<file path="src/rtl/fifo_pkg.sv">
// fifo_pkg -- shared definitions for the fifo_thresh slice.
//   calc_cw     : occupancy counter width for a given depth ($clog2(DEPTH)+1,
//                 so the counter can hold the value DEPTH itself).
//   err_flags_t : the sticky error-flag pair {overflow, underflow}.
package fifo_pkg;

    function automatic int calc_cw(input int depth);
        return $clog2(depth) + 1;
    endfunction

    typedef struct packed {
        logic overflow;
        logic underflow;
    } err_flags_t;

endpackage

</file>
<file path="src/rtl/fifo_ptr.sv">
// fifo_ptr -- modulo-DEPTH pointer with increment enable.
// DEPTH is a power of two, so natural binary rollover is the modulo wrap.
// Ports:
//   clk   : clock, rising edge
//   rst   : asynchronous active-high reset, clears the pointer to 0
//   i_inc : advance the pointer by one this cycle
//   o_ptr : current pointer value
module fifo_ptr #(
    parameter int DEPTH = 64
) (
    input  logic                     clk,
    input  logic                     rst,
    input  logic                     i_inc,
    output logic [$clog2(DEPTH)-1:0] o_ptr
);

    localparam int AW = $clog2(DEPTH);

    logic [AW-1:0] r_ptr;

    always_ff @(posedge clk or posedge rst) begin
        if (rst) begin
            r_ptr <= '0;
        end else if (i_inc) begin
            r_ptr <= r_ptr + AW'(1);
        end
    end

    assign o_ptr = r_ptr;

endmodule

</file>
<file path="src/rtl/fifo_thresh.sv">
// fifo_thresh -- synchronous show-ahead FIFO with threshold flags, full/empty
// rise pulses and sticky overflow/underflow error flags.
// Optional feature macro: FIFO_HWM_EN adds the hwm (high-water mark) output.
// Ports:
//   clk, rst                    : clock (rising edge), async active-high reset
//   push, datain                : write request and data
//   pop                         : read request
//   dataout                     : head-of-queue data (undefined when empty)
//   count                       : occupancy, CW bits
//   full, empty                 : count == DEPTH / count == 0
//   almost_full, almost_empty   : count >= AF_LEVEL / count <= AE_LEVEL
//   full_posedge, empty_posedge : one-cycle pulses on full/empty rising
//   overflow, underflow         : sticky error flags, cleared by err_clr
//   err_clr                     : synchronous clear of the error flags
//   hwm (FIFO_HWM_EN only)      : peak count since reset
module fifo_thresh
    import fifo_pkg::*;
#(
    parameter int WIDTH    = 8,
    parameter int DEPTH    = 64,
    parameter int AF_LEVEL = DEPTH - 4,
    parameter int AE_LEVEL = 4
) (
    input  logic                   clk,
    input  logic                   rst,
    input  logic                   push,
    input  logic                   pop,
    input  logic [WIDTH-1:0]       datain,
    output logic [WIDTH-1:0]       dataout,
    output logic [calc_cw(DEPTH)-1:0] count,
    output logic                   full,
    output logic                   empty,
    output logic                   almost_full,
    output logic                   almost_empty,
    output logic                   full_posedge,
    output logic                   empty_posedge,
    output logic                   overflow,
    output logic                   underflow,
    input  logic                   err_clr
`ifdef FIFO_HWM_EN
    ,
    output logic [calc_cw(DEPTH)-1:0] hwm
`endif
);

    localparam int CW = calc_cw(DEPTH);
    localparam int AW = $clog2(DEPTH);

    logic [WIDTH-1:0] r_mem [DEPTH];
    logic [CW-1:0]    r_count;
    logic             r_full_d;
    logic             r_empty_d;
    err_flags_t       r_err;

    logic [AW-1:0]    w_wr_ptr;
    logic [AW-1:0]    w_rd_ptr;
    logic             w_push_ok;
    logic             w_pop_ok;
    err_flags_t       w_err_set;

    assign full         = (r_count == CW'(DEPTH));
    assign empty        = (r_count == '0);
    assign almost_full  = (r_count >= CW'(AF_LEVEL));
    assign almost_empty = (r_count <= CW'(AE_LEVEL));
    assign count        = r_count;

    // A pop frees the slot a simultaneous push needs, so push is accepted
    // while full as long as pop is also asserted.
    assign w_push_ok = push && (!full || pop);
    assign w_pop_ok  = pop && !empty;

    // Push+pop on an empty FIFO is a valid streaming request: the push is
    // taken and the pop is simply not acted on, so it does not flag underflow.
    // Overflow is symmetric: push while full is only an error without pop.
    assign w_err_set.overflow  = push && full && !pop;
    assign w_err_set.underflow = pop && empty && !push;

    fifo_ptr #(.DEPTH(DEPTH)) u_wr_ptr (
        .clk   (clk),
        .rst   (rst),
        .i_inc (w_push_ok),
        .o_ptr (w_wr_ptr)
    );

    fifo_ptr #(.DEPTH(DEPTH)) u_rd_ptr (
        .clk   (clk),
        .rst   (rst),
        .i_inc (w_pop_ok),
        .o_ptr (w_rd_ptr)
    );

    // Storage is not reset; stale contents are unreachable once count is 0.
    always_ff @(posedge clk) begin
        if (w_push_ok) begin
            r_mem[w_wr_ptr] <= datain;
        end
    end

    assign dataout = r_mem[w_rd_ptr];

    always_ff @(posedge clk or posedge rst) begin
        if (rst) begin
            r_count <= '0;
        end else begin
            unique case ({w_push_ok, w_pop_ok})
                2'b10:   r_count <= r_count + CW'(1);
                2'b01:   r_count <= r_count - CW'(1);
                default: r_count <= r_count;
            endcase
        end
    end

    // The empty history resets to 1 to match empty during reset, so no
    // spurious empty_posedge appears on reset or its release.
    always_ff @(posedge clk or posedge rst) begin
        if (rst) begin
            r_full_d  <= 1'b0;
            r_empty_d <= 1'b1;
        end else begin
            r_full_d  <= full;
            r_empty_d <= empty;
        end
    end

    assign full_posedge  = full && !r_full_d;
    assign empty_posedge = empty && !r_empty_d;

    // A new error event wins over err_clr in the same cycle.
    always_ff @(posedge clk or posedge rst) begin
        if (rst) begin
            r_err <= '0;
        end else begin
            if (err_clr) begin
                r_err <= '0;
            end
            if (w_err_set.overflow) begin
                r_err.overflow <= 1'b1;
            end
            if (w_err_set.underflow) begin
                r_err.underflow <= 1'b1;
            end
        end
    end

    assign overflow  = r_err.overflow;
    assign underflow = r_err.underflow;

`ifdef FIFO_HWM_EN
    logic [CW-1:0] r_hwm;

    always_ff @(posedge clk or posedge rst) begin
        if (rst) begin
            r_hwm <= '0;
        end else if (r_count > r_hwm) begin
            r_hwm <= r_count;
        end
    end

    assign hwm = r_hwm;
`endif

endmodule

</file>
<file path="config.mk">
export PLATFORM = sky130hd
export DESIGN_NAME = fifo_thresh
export DESIGN_NICKNAME = d
export VERILOG_FILES = /design/src/rtl/fifo_pkg.sv /design/src/rtl/fifo_ptr.sv /design/src/rtl/fifo_thresh.sv
export SDC_FILE = /design/constraint.sdc
export NUM_CORES = 1
export LEC_CHECK = 0
export BUFFER_PORTS_ARGS = -buffer_cell sky130_fd_sc_hd__buf_2
export CAP_MARGIN = 25
export CORE_ASPECT_RATIO = 2
export CORE_MARGIN = 2
export CORE_UTILIZATION = 60
export DETAILED_ROUTE_END_ITERATION = 10
export HOLD_SLACK_MARGIN = 0.1
export PLACE_DENSITY = 0.8
export SYNTH_ARGS = -nofsm -noshare
export SYNTH_HDL_FRONTEND = slang
export SYNTH_SLANG_ARGS = --single-unit
</file>
<file path="constraint.sdc">
create_clock -name clk -period 8.8 [get_ports clk]
set_clock_uncertainty 0.1 [all_clocks]
set_input_delay 0.88 -clock clk [delete_from_list [all_inputs] [get_ports clk]]
set_output_delay 0.88 -clock clk [all_outputs]
set_load 0.01 [all_outputs]
</file>
# Word level (Yosys, flattened, before mapping)
# Memory sizes are Yosys's and may differ from the RTL's.
# Cells that the tools add are included.
[op_classes]
addsub = 4
n_lt_le_gt_ge = 2
n_eq_ne = 3
muxes = 6
n_reduce_logical = 19
[op_table]
columns = ["operator", "n"]
rows = [
  ["7-bit case mux with 2 select lines", 1],
  ["6-bit by 1-bit adder with 6-bit output, second input constant", 2],
  ["1-bit logical AND", 8],
  ["7-bit by 1-bit adder with 7-bit output, second input constant", 1],
  ["7-bit == test, second input constant", 1],
  ["7-bit by 6-bit greater-or-equal comparator with 1-bit output, second input constant", 1],
  ["7-bit by 3-bit less-or-equal comparator with 1-bit output, second input constant", 1],
  ["7-bit zero test", 1],
  ["7-bit by 1-bit subtractor with 7-bit output, second input constant", 1],
  ["1-bit zero test", 6],
  ["2-bit nonzero test", 3],
  ["1-bit two-way mux", 4],
  ["2-bit by 1-bit == test with 1-bit output, second input constant", 1],
  ["2-bit == test, second input constant", 1],
  ["2-bit two-way mux", 1],
  ["1-bit logical OR", 1],
]
[word_totals]
ff_bits = 23
ramBits = 512
in_bits = 13
out_inout_bits = 23
wordCells = 42
n_memories = 1
[mem_list]
columns = ["name", "words", "word_bits", "rd", "rd_clocked_by_memory_dff", "wr", "line", "text"]
rows = [
  ["r_mem", 64, 8, 1, 0, 1, "fifo_thresh.sv:49", "logic [WIDTH-1:0] r_mem [DEPTH];"],
]

# Depth between registers and ports, before layout
[logic_depth]
depth_word = 6
mapped_depth = 14
ltp_nobuf = 11

# Modules after synthesis
# From an unflattened synthesis, not the netlist that was laid out.
[hier_totals]
cells_unflattened = 1027
area_unflattened_um2 = 21122.8
[by_module_without_submodules]
columns = ["module", "n_inst", "cells_each", "area_each_um2", "seq_area_each_um2"]
rows = [
  ["fifo_thresh", 1, 989, 20614.8, 15651.3],
  ["fifo_ptr", 2, 19, 254.0, 150.1],
]

# Worst setup path before layout
# Ideal clock, no wire load.
[synth_path]
path_type = "register -> register"
from = "reg r_count[4], in the netlist count[4]"
to = "reg r_count[4], in the netlist count[4]"
arrival_time_ns = 3.251
t_required_ns = 8.621
path_slack_ns = 5.370
stages_incl_launch_ff = 15
n_path_buf = 3
period_less_slack_ns = 3.430
path_cell_list = "dfrtp_1 buf_2 or3_4 or3_4 and2_4 buf_6 ha_1 clkbuf_1 xor2_1 ha_1 and3b_1 o21ai_0 a21oi_1 a211oi_1 xor2_1"
[synth_between]
word_cells_on_any_way = 13
cone_classes = "add/sub (2); eq/ne (3); mux (1); reduce/logical (7)"
[synth_rtl]
columns = ["item", "line", "text"]
rows = [
  ["start, declared", "fifo_thresh.sv:50", "logic [CW-1:0] r_count;"],
  ["start signal, assigned", "fifo_thresh.sv:106", "2'b10: r_count <= r_count + CW'(1);"],
  ["start signal, assigned", "fifo_thresh.sv:107", "2'b01: r_count <= r_count - CW'(1);"],
  ["start signal, assigned", "fifo_thresh.sv:108", "default: r_count <= r_count;"],
  ["7-bit zero test (*)", "fifo_thresh.sv:62", "assign empty = (r_count == '0);"],
  ["1-bit zero test (*)", "fifo_thresh.sv:70", "assign w_pop_ok = pop && !empty;"],
  ["1-bit logical AND (*)", "fifo_thresh.sv:70", ""],
  ["via u_rd_ptr.i_inc", "fifo_ptr.sv:13", "input logic i_inc,"],
  ["2-bit by 1-bit == test with 1-bit output or 2-bit == test (tied branches)", "fifo_thresh.sv:105", "unique case ({w_push_ok, w_pop_ok})"],
  ["7-bit case mux with 2 select lines or 2-bit nonzero test (tied branches)", "-", ""],
]
# Mark *: on every way through the listed nets, which the timed path passes. The rest lies on a longest branch.
# A chain may end at the register's enable or synchronous reset.

# Worst setup path after layout
[layout_path]
from = "reg u_rd_ptr.r_ptr[1], in the netlist u_rd_ptr.o_ptr[1]"
to = "out dataout[1]"
[layout_between]
elab_chain_cells = 1
[layout_lines]
columns = ["item", "line", "text"]
rows = [
  ["start, declared", "fifo_ptr.sv:19", "logic [AW-1:0] r_ptr;"],
  ["start signal, assigned", "fifo_ptr.sv:25", "r_ptr <= r_ptr + AW'(1);"],
  ["memory 64 x 8 bit", "-", ""],
  ["end, declared", "fifo_thresh.sv:29", "output logic [WIDTH-1:0] dataout,"],
]
# Every way passes these cells.

==> flow_summary.ini <==
[logic_synthesis]
synth_area_per_cell_um2 = 19.2
synth_edf_count = 512
synth_top_area_share_pct = 72.3
synth-main-ff-cell = edfxtp_1
syn_inst = 1109
syn_area_um2 = 21300
yosys-top-cells-area = edfxtp_1, mux4_2, mux2i_1
synth_top_area_cell = edfxtp_1
yosys_warnings = 0
async_flop_share_pct = 4.30
synth_cell_types = 51
yosysSeqAreaShare_pct = 75.0
synth-seq-cells = 535
syn_nets = 1127

[global_routing]
grtUsageTotal_pct = 26.4
grt_pass1_wl_um = 69800
first_global_vias = 11000
grt_max_degree = 100
antenna_found_initial = 0
grt_overflow = 0

[detailed_routing]
drc = 0
drt_wl_total_um = 47600
viasPerCell = 6.63
drt_iter0_markers = 1038
vias = 10700
drtAntennaViolNets = 0
drt_first_pass_iters = 7
wl_per_cell_um = 29.4

[setup_path]
cpPeakStageDelay_ps = 880
r2r_end = count[4]
worstPathArrival_ps = 4380
cpMaxStageDelayCell = a2111oi_0
rrSetupSlack_ps = 5210
start_kind = register
cpLargestDelayFamily = compound AO/OA/AOI/OAI gates
path_class = register to output pin
worst-path-max-fanout = 43
reg2reg_from = count[3]
reg2reg_depth = 11
cp.buffers_inverters = 2
endpoint_kind = output pin
crit_start = u_rd_ptr.o_ptr[1]
path_cells = buf_4 > mux4_2 > mux2i_1 > nor2_1 > a2111oi_0 > a211oi_1 > buf_2
critPathRequiredTime_ps = 7820

[floorplanning]
die_h_um = 270
start_util_pct = 60.8
die-width_um = 137
core_area_um2 = 35000
ios = 36
dieArea_um2 = 37100
rows = 97

[timing]
setup_viol = 0
drv_slew = 0
setup_ws_ps = 3440
hold_viol_final = 0
setup_tns_ps = 0
post-route-period-util_pct = 60.9
period_minus_slack_ps = 5360
rsz0062_at_grt = no
worst_pin_slew_ps = 1150
slew-limit-headroom_pct = 21.3
max_freq_mhz = 187
hold_ws_ps = 293

[cells_and_area]
layout_common_cells = edfxtp_1, nor2_1, mux4_2
final_common_cell = edfxtp_1
final_area_um2 = 23300
area_growth_pct = 9.57
seq_area_um2 = 16000
final_nets = 1156
multi_input_area_um2 = 4910
drive_gt1_share_pct = 20.5
antennaDiodeCount = 0
nFillCells = 2187

[pwr]
power_density_nw_per_um2 = 306
total_power_mw = 7.13
p_leak_nw = 7.61
ir_drop_mv = 0.676

[place]
routabilityCongestion = 0.862
dp_hpwl_um = 29100
pre_cts_slack_ps = 4060
placed_cell_area_um2 = 21800
port_buffers = 35

[clock_network]
cts_buffers = 43
cts_resized = 0
htree_num_levels = 2
cts_hold_buf = 0
cts_tree = built
clk_latency_ps = 570
cts.sink_count = 535
clk_path_buf_depth = 3
path_clk_slew_ps = 70
post-cts-setup-buffer-count = 0
cts-root-buf = clkbuf_16

[run_status]
status = finished, final reports clean

[job]
cap_violations = 0

[min_path]
worstHoldPathType = input port to async pin
[registers in the layout, indices dropped and copies added (netlist names)]
register and flops:
u_wr_ptr.o_ptr 6, r_full_d 1, r_mem 512, u_rd_ptr.o_ptr 6
r_empty_d 1, count 7, underflow 1, overflow 1
[worst register-to-register path, stage by stage, from the launching register on]
cell and delay, ps:
dfrtp_1 490, or3_4 460, o41a_1 470, inv_1 180, ha_1 390, xor2_1 120
ha_1 240, and3b_1 200, o21ai_0 290, a21oi_1 130, a211oi_1 270, xor2_1 170
[stage by stage]
stage	std cells	utilization (%)
2_1_floorplan	1109	-
3_3_place_gp	1531	62.1
3_5_place_dp	1534	62.3
4_1_cts	1614	66.4
5_1_grt	1618	66.7
6_report	1618	66.7
[cells by family after synthesis]
group	synth area share (%)
buffers and inverters	1.91
adders and majority gates	0.294
DFF	75.0
xor gates and xnor gates	0.741
and+or+nand+nor	3.67
AOI/OAI and AO/OA	3.71
muxes	14.7
[routing by layer]
layer	wire (µm)	up-vias	GRT usage (%)	part of all wire (%)
met5	0	-	0	0
met4	3050	0	15.1	6.4
met3	2930	126	3.28	6.1
met2	25900	551	46.9	54
met1	15700	5517	30.2	33
li1	-	4541	-	-
[final cells by class]
| cell class | instances | share of cell area [%] |
|---|---|---|
| inverter | 10 | 0.161 |
| clock buffer | 60 | 5.28 |
| timing repair buffer | 50 | 1.66 |
| sequential | 535 | 68.5 |
| clock inverter | 20 | 0.934 |
| tap | 445 | 2.39 |
| multi-input combinational | 498 | 21.1 |
[worst max-delay path by stage]
stage | to | cells past startpoint
floorplan | count[4] | 14
global route | dataout[1] | 7
global placement | dataout[1] | 7
CTS | dataout[1] | 7
detailed placement | dataout[1] | 7
finish | dataout[1] | 7
[where the power goes]
group          leakage [nW]  internal (mW)  switching [mW]
logic                  2.02          0.859            1.19
clock network         0.709           1.10           0.867
registers              4.88           2.92           0.193
total                  7.61           4.88            2.25
[Yosys cell counts (8+ instances only)]
cell type  instances
a21o_1             8
a21oi_1           11
mux2_2            15
xnor2_1           11
buf_2             21
a2111oi_0         16
o22ai_1           31
a211oi_1          10
mux2i_1           86
o221ai_1           8
buf_4             13
inv_1             10
clkbuf_1          20
nand2_1           17
mux4_2            92
dfrtp_1           22
o21ai_0            9
edfxtp_1         512
nor2_1           105
No activity file was read; power rests on OpenSTA's default activity.
